[config.mk]
export PLATFORM = sky130hd
export DESIGN_NAME = ebr_stream_reader_flat
export DESIGN_NICKNAME = d
export VERILOG_FILES = /design/src/rtl/ebr_stream_reader_if.sv /design/src/rtl/ebr_stream_reader.sv /design/src/flat_wrapper.sv
export SDC_FILE = /design/constraint.sdc
export NUM_CORES = 1
export LEC_CHECK = 0
export ABC_AREA = 1
export ABC_CLOCK_PERIOD_IN_PS = 5000
export CAP_MARGIN = 10
export CORE_ASPECT_RATIO = 2
export CORE_MARGIN = 8
export CORE_UTILIZATION = 58
export CTS_CLUSTER_DIAMETER = 80
export CTS_CLUSTER_SIZE = 40
export DETAILED_ROUTE_END_ITERATION = 8
export GPL_ROUTABILITY_DRIVEN = 1
export GPL_TIMING_DRIVEN = 1
export PLACE_DENSITY = 0.93
export SYNTH_ARGS = -nofsm -noshare
export SYNTH_HDL_FRONTEND = slang
export SYNTH_SLANG_ARGS = --single-unit
[constraint.sdc]
create_clock -name clk -period 5 [get_ports clk]
set_input_delay 1 -clock clk [delete_from_list [all_inputs] [get_ports clk]]
set_output_delay 1 -clock clk [all_outputs]
set_load 0.01 [all_outputs]
[src/rtl/ebr_stream_reader_if.sv]
// Bundle of signals between the EBR stream reader, its control agent, the block RAM read port and the downstream stream.
// The master view belongs to the reader; the slave view is the surrounding environment.
interface ebr_stream_reader_if #(
  parameter int DATA_WIDTH = 8,
  parameter int SIZE       = 32,
  parameter int ADDR_WIDTH = $clog2(SIZE),
  parameter int LEN_WIDTH  = $clog2(SIZE + 1)
);
  logic                  start;
  logic [ADDR_WIDTH-1:0] start_addr;
  logic [LEN_WIDTH-1:0]  length;
  logic                  busy;
  logic                  done;
  logic                  mem_rd_en;
  logic [ADDR_WIDTH-1:0] mem_rd_addr;
  logic [DATA_WIDTH-1:0] mem_rd_data;
  logic [DATA_WIDTH-1:0] m_data;
  logic                  m_valid;
  logic                  m_ready;
  logic                  m_last;

  modport master (
    input  start, start_addr, length, mem_rd_data, m_ready,
    output busy, done, mem_rd_en, mem_rd_addr, m_data, m_valid, m_last
  );

  modport slave (
    output start, start_addr, length, mem_rd_data, m_ready,
    input  busy, done, mem_rd_en, mem_rd_addr, m_data, m_valid, m_last
  );
endinterface

[src/rtl/ebr_stream_reader.sv]
// Streams a contiguous (wrapping) region of a one-cycle-latency block RAM out as a valid/ready stream,
// absorbing read latency and backpressure in a 2-entry skid FIFO with a fall-through path.
module ebr_stream_reader #(
  parameter int DATA_WIDTH = 8,
  parameter int SIZE       = 32,
  parameter int ADDR_WIDTH = $clog2(SIZE),
  parameter int LEN_WIDTH  = $clog2(SIZE + 1)
) (
  input  logic                clk,
  input  logic                rst_n,
  ebr_stream_reader_if.master bus
);

  typedef enum logic [1:0] {IDLE, READ, FINISH} state_e;

  state_e                state_q;
  logic                  busy_q;
  logic                  done_q;
  logic                  inflight_q;
  logic [ADDR_WIDTH-1:0] addr_q;
  logic [ADDR_WIDTH-1:0] addr_d;
  logic [LEN_WIDTH-1:0]  eff_len_q;
  logic [LEN_WIDTH-1:0]  eff_len_d;
  logic [LEN_WIDTH-1:0]  issued_q;
  logic [LEN_WIDTH-1:0]  sent_q;

  logic [DATA_WIDTH-1:0] fifo_q [2];
  logic                  rd_ptr_q;
  logic                  wr_ptr_q;
  logic [1:0]            count_q;
  logic [1:0]            count_d;

  logic                  head_vld;
  logic                  pop;
  logic                  pop_head;
  logic                  push;
  logic                  rd_en;
  logic                  last_sent;
  logic                  last_pop;
  logic [2:0]            occ;

  assign eff_len_d = (bus.length > LEN_WIDTH'(SIZE)) ? LEN_WIDTH'(SIZE) : bus.length;
  assign addr_d    = (addr_q == ADDR_WIDTH'(SIZE - 1)) ? '0 : addr_q + ADDR_WIDTH'(1);

  // Data returning from memory is presented directly when the FIFO is empty,
  // so the first beat is visible in the same cycle it arrives.
  assign head_vld  = (count_q != 2'd0);
  assign pop       = bus.m_valid & bus.m_ready;
  assign pop_head  = pop & head_vld;
  assign push      = inflight_q & ~(pop & ~head_vld);
  assign count_d   = count_q + {1'b0, push} - {1'b0, pop_head};

  assign occ       = {1'b0, count_q} + {2'b0, inflight_q};
  assign rd_en     = (state_q == READ) && (issued_q < eff_len_q) && (occ < (3'd2 + {2'b0, pop}));
  assign last_sent = (sent_q == (eff_len_q - LEN_WIDTH'(1)));
  assign last_pop  = pop & last_sent;

  assign bus.m_valid     = head_vld | inflight_q;
  assign bus.m_data      = head_vld ? fifo_q[rd_ptr_q] : (inflight_q ? bus.mem_rd_data : '0);
  assign bus.m_last      = bus.m_valid & last_sent;
  assign bus.mem_rd_en   = rd_en;
  assign bus.mem_rd_addr = addr_q;
  assign bus.busy        = busy_q;
  assign bus.done        = done_q;

  always_ff @(posedge clk) begin
    if (!rst_n) begin
      state_q    <= IDLE;
      busy_q     <= 1'b0;
      done_q     <= 1'b0;
      inflight_q <= 1'b0;
      addr_q     <= '0;
      eff_len_q  <= '0;
      issued_q   <= '0;
      sent_q     <= '0;
    end else begin
      inflight_q <= rd_en;
      if (rd_en) begin
        addr_q   <= addr_d;
        issued_q <= issued_q + LEN_WIDTH'(1);
      end
      if (pop) sent_q <= sent_q + LEN_WIDTH'(1);
      case (state_q)
        IDLE: begin
          if (bus.start) begin
            addr_q    <= bus.start_addr;
            eff_len_q <= eff_len_d;
            issued_q  <= '0;
            sent_q    <= '0;
            busy_q    <= 1'b1;
            state_q   <= (eff_len_d == '0) ? FINISH : READ;
          end
        end
        READ: begin
          if (last_pop) begin
            done_q  <= 1'b1;
            busy_q  <= 1'b0;
            state_q <= FINISH;
          end
        end
        FINISH: begin
          // Arriving from READ, done is already up; an empty request raises it here instead.
          if (done_q) begin
            done_q  <= 1'b0;
            state_q <= IDLE;
          end else begin
            done_q <= 1'b1;
            busy_q <= 1'b0;
          end
        end
        default: state_q <= IDLE;
      endcase
    end
  end

  always_ff @(posedge clk) begin
    if (!rst_n) begin
      count_q  <= 2'd0;
      rd_ptr_q <= 1'b0;
      wr_ptr_q <= 1'b0;
    end else begin
      if (push)     wr_ptr_q <= ~wr_ptr_q;
      if (pop_head) rd_ptr_q <= ~rd_ptr_q;
      count_q <= count_d;
    end
  end

  always_ff @(posedge clk) begin
    if (push) fifo_q[wr_ptr_q] <= bus.mem_rd_data;
  end

  a_fifo_no_overflow: assert property (@(posedge clk) disable iff (!rst_n)
    !(push && (count_q == 2'd2) && !pop_head));

endmodule

[src/flat_wrapper.sv]
// flat-port wrapper written by rule: the top's interface ports become plain ports
module ebr_stream_reader_flat 
#(
  parameter int DATA_WIDTH = 8,
  parameter int SIZE       = 32,
  parameter int ADDR_WIDTH = $clog2(SIZE),
  parameter int LEN_WIDTH  = $clog2(SIZE + 1)
)
  (clk, rst_n, bus_start, bus_start_addr, bus_length, bus_mem_rd_data, bus_m_ready, bus_busy, bus_done, bus_mem_rd_en, bus_mem_rd_addr, bus_m_data, bus_m_valid, bus_m_last);
  ebr_stream_reader_if #(.DATA_WIDTH(DATA_WIDTH), .SIZE(SIZE), .ADDR_WIDTH(ADDR_WIDTH), .LEN_WIDTH(LEN_WIDTH)) bus_i ();
  input  logic clk;
  input  logic rst_n;
  input wire logic [$bits(bus_i.start)-1:0] bus_start;
  input wire logic [$bits(bus_i.start_addr)-1:0] bus_start_addr;
  input wire logic [$bits(bus_i.length)-1:0] bus_length;
  input wire logic [$bits(bus_i.mem_rd_data)-1:0] bus_mem_rd_data;
  input wire logic [$bits(bus_i.m_ready)-1:0] bus_m_ready;
  output wire logic [$bits(bus_i.busy)-1:0] bus_busy;
  output wire logic [$bits(bus_i.done)-1:0] bus_done;
  output wire logic [$bits(bus_i.mem_rd_en)-1:0] bus_mem_rd_en;
  output wire logic [$bits(bus_i.mem_rd_addr)-1:0] bus_mem_rd_addr;
  output wire logic [$bits(bus_i.m_data)-1:0] bus_m_data;
  output wire logic [$bits(bus_i.m_valid)-1:0] bus_m_valid;
  output wire logic [$bits(bus_i.m_last)-1:0] bus_m_last;
  assign bus_i.start = bus_start;
  assign bus_i.start_addr = bus_start_addr;
  assign bus_i.length = bus_length;
  assign bus_i.mem_rd_data = bus_mem_rd_data;
  assign bus_i.m_ready = bus_m_ready;
  assign bus_busy = bus_i.busy;
  assign bus_done = bus_i.done;
  assign bus_mem_rd_en = bus_i.mem_rd_en;
  assign bus_mem_rd_addr = bus_i.mem_rd_addr;
  assign bus_m_data = bus_i.m_data;
  assign bus_m_valid = bus_i.m_valid;
  assign bus_m_last = bus_i.m_last;
  ebr_stream_reader #(.DATA_WIDTH(DATA_WIDTH), .SIZE(SIZE), .ADDR_WIDTH(ADDR_WIDTH), .LEN_WIDTH(LEN_WIDTH)) u_core (.clk(clk), .rst_n(rst_n), .bus(bus_i));
endmodule
==> qor.txt <==
Reg-to-Reg Start - u_core.inflight_q$_SDFF_PN0_
Area delta synth->final - 20.3%
Vias in the first global route - 2490
First-pass detailed-route iteration total - 4
CTS tree - done
IO Port Bufs - 40
First-pass GRT wire length - 10600 um
Fill cell count - 342
# diodes - 0
Grt ovf - 0
Clock Tree Root - clkbuf_8
CTS H-tree depth - 2
Final Skew - 4.07 ps
Clk pin slew, worst setup/hold paths - 90 ps
Seq/Total Area, Yosys - 0.430
Post-route ant nets - 0
Pleak - 1.37 nW
WS Path Type - input port to primary output
Hold Startpoint - u_core.rd_ptr_q$_SDFFE_PN0P_
Hold Path Sink - u_core.rd_ptr_q$_SDFFE_PN0P_
Hold Vio Cnt, Final - 0
Core box area - 0.00451 mm2
# hold bufs at CTS - 0
Max FO, Critical Path - 16
Worst-Margin Slew - 763 ps
Area leader, netlist - dfxtp_1
Number of max-cap violations - 0
Synth warnings - 0
Setup TNS Final - 0 ps
Total power draw - 0.00117 W
Share of cells above drive strength 1 - 0.0585
Post-CTS setup repair buffer count - 0
Worst R2R End - u_core.bus.mem_rd_addr[3]$_SDFF_PN0_
Avg Cell Area, Syn - 7.94 um2
Worst skew pair latency - 300 ps
Nets@finish - 416
Period utilization - 0.759
Post-CTS Resized - 0
TritonCTS buffer count - 5
Die height - 112 um
CP arrival - 2790 ps
Crit start category - input port
Crit end category - primary output
Worst path max stage delay - 560 ps
Routed WL - 6240 um
Hold Slack - 467 ps
Gate Count Post-Synth - 334
CTS max path bufs - 2
Vias - 2411
Yosys top cell area share - 0.249
Slew headroom - 0.490
Vias per cell - 5.59
Fmax - 0.264 GHz
VDD IR max - 307 uV
Status - finished clean
Worst r2r path cells - 10
Syn nets - 375
Antenna violations before repair - 0
R2r setup slk - 2860 ps
Worst EP required - 4000 ps
Hpwl dp - 4600 um
Final setup vio count - 0
Largest net degree at the start of global routing - 20
Post-route cell area - 0.00319 mm2
Clk sinks - 49
Wirelength per Cell - 14.5 um
Top Ports - 41
Fin util - 0.707
Crit path buffers/inverters - 4
Gpl congestion - 0.872
Rows - 35
Starting DRC count in detailed routing - 112
Worst path slowest cell - clkdlybuf4s50_1
Tmin final - 3790 ps
GRT Total Usage - 0.178
Area after DPL - 0.00308 mm2
Area contributors post-synth - dfxtp_1, edfxtp_1, ha_1, nand2_1, nand3_1
RSZ-0062 raised after global routing - false
Max-slew violations - 0
# DRC - 0
Crit-path cells - clkdlybuf4s50_1 > nand2_4 > o21ai_2 > inv_2 > nor2_4 > nand2_4 > inv_2 > clkdlybuf4s50_1
#FFs+latches synth - 49
Synth unique cells - 32
Starting density of the core - 0.588
Hold WC Path Type - flop to flop
Hold Path Cell Cnt - 1
Die ar. - 0.00712 mm2
Post-synthesis cell area - 0.00265 mm2
Pwr Density - 366 mW/mm2
Die Width - 63.8 um
Cell family with most CP delay - buffers and inverters
==> metrics by stage <==
stage	std cells	setup slack [ps]
2_1_floorplan	334	2480
3_3_place_gp	423	1250
3_5_place_dp	423	1230
4_1_cts	431	1200
5_1_grt	431	1100
6_report	431	1210
==> power by group <==
group          switching (W)  internal, W
clock network       0.000133     0.000147
registers          0.0000437     0.000452
logic               0.000223     0.000169
total               0.000400     0.000769
==> layer usage <==
| layer | vias to the layer above | part of all wire | global-route usage |
|---|---|---|---|
| li1 | 1178 | - | - |
| met1 | 1128 | 0.39 | 0.188 |
| met2 | 84 | 0.51 | 0.305 |
| met3 | 21 | 0.066 | 0.0533 |
| met4 | 0 | 0.033 | 0.0930 |
| met5 | - | 0 | 0 |
==> cell families (layout without fill, tap and decap cells) <==
| logic type | count (synthesis) | in the layout | share of synthesized area |
|---|---|---|---|
| and+or+nand+nor | 151 | 151 | 0.260 |
| buffers and inverters | 55 | 97 | 0.0854 |
| AOI/OAI and AO/OA | 53 | 53 | 0.113 |
| DFF | 49 | 49 | 0.430 |
| adders and majority gates | 18 | 18 | 0.0849 |
| xor gates and xnor gates | 8 | 8 | 0.0264 |
==> sequential cells by signal (all words and copies together), names as in the netlist, named ones only <==
signal and flops:
u_core.bus.mem_rd_addr 5, u_core.bus.done 1, u_core.eff_len_q 6, u_core.inflight_q 1
u_core.issued_q 6, u_core.count_q 2, u_core.state_q 2, u_core.rd_ptr_q 1
u_core.fifo_q 16, u_core.wr_ptr_q 1, u_core.sent_q 6, u_core.bus.busy 1
==> cells in the final DEF, fill, tap and decap left out, types with 2 or more instances in the layout <==
master	Yosys	layout
nand2_1	52	52
nor2_1	45	45
inv_1	45	45
clkdlybuf4s50_1	0	40
nand3_1	34	34
dfxtp_1	33	33
o21ai_0	19	19
a21oi_1	18	18
ha_1	18	18
edfxtp_1	16	16
o31ai_1	8	8
xor2_1	6	6
clkbuf_8	0	5
nor2_4	3	3
nand2_4	3	3
inv_2	3	3
and3_1	3	3
o21ai_1	3	3
o21ai_2	2	2
nor3_1	2	2
xnor2_1	2	2
or2_2	2	2
nor4_1	2	2
nand4_1	2	2
==> Yosys cell counts <==
library cell and count:
o21ai_2 2, xor2_1 6, nand3_1 34, o211ai_1 1, buf_6 2, or2_2 2
buf_2 2, inv_4 1, clkbuf_1 2, o21bai_1 1, edfxtp_1 16, nor3_1 2
nor2_4 3, inv_2 3, o21ai_1 3, nand2_2 1, nor4_1 2, nand2_1 52
nor2_1 45, and3_1 3, ha_1 18, nand2_4 3, a211oi_1 1, inv_1 45
a21oi_1 18, o21ai_0 19, dfxtp_1 33, nand4_1 2, xnor2_1 2, or2_0 1
o31ai_1 8, nor3b_1 1
==> layout make-up <==
type                    instances  area [um2]  area share
clock buffers                   5        68.8      0.0216
clock inverters                 3        41.3      0.0129
inverters                      49         186      0.0584
multi-input cells             230        1280       0.402
flip-flops and latches         49        1140       0.358
well taps                      55        68.8      0.0216
repair buffers                 40         400       0.125
==> how the worst max path moves through the flow <==
stage | endpoint | startpoint | cells after the start
floorplan | bus_mem_rd_en | bus_m_ready | 6
global placement | bus_mem_rd_en | bus_m_ready | 8
detailed placement | bus_mem_rd_en | bus_m_ready | 8
CTS | bus_mem_rd_en | bus_m_ready | 8
global route | bus_mem_rd_en | bus_m_ready | 8
finish | bus_mem_rd_en | bus_m_ready | 8
==> worst reg2reg max path, cell delays in order, from the launching register on <==
cell     delay [ps]
dfxtp_1         460
ha_1            260
ha_1            180
nor3b_1         200
nand3_1         180
nor2_4          180
nand2_4         140
o21ai_0         240
inv_1            80
nand3_1          80
nand2_1          60
Note: power is estimated with default switching activity, not from simulation.
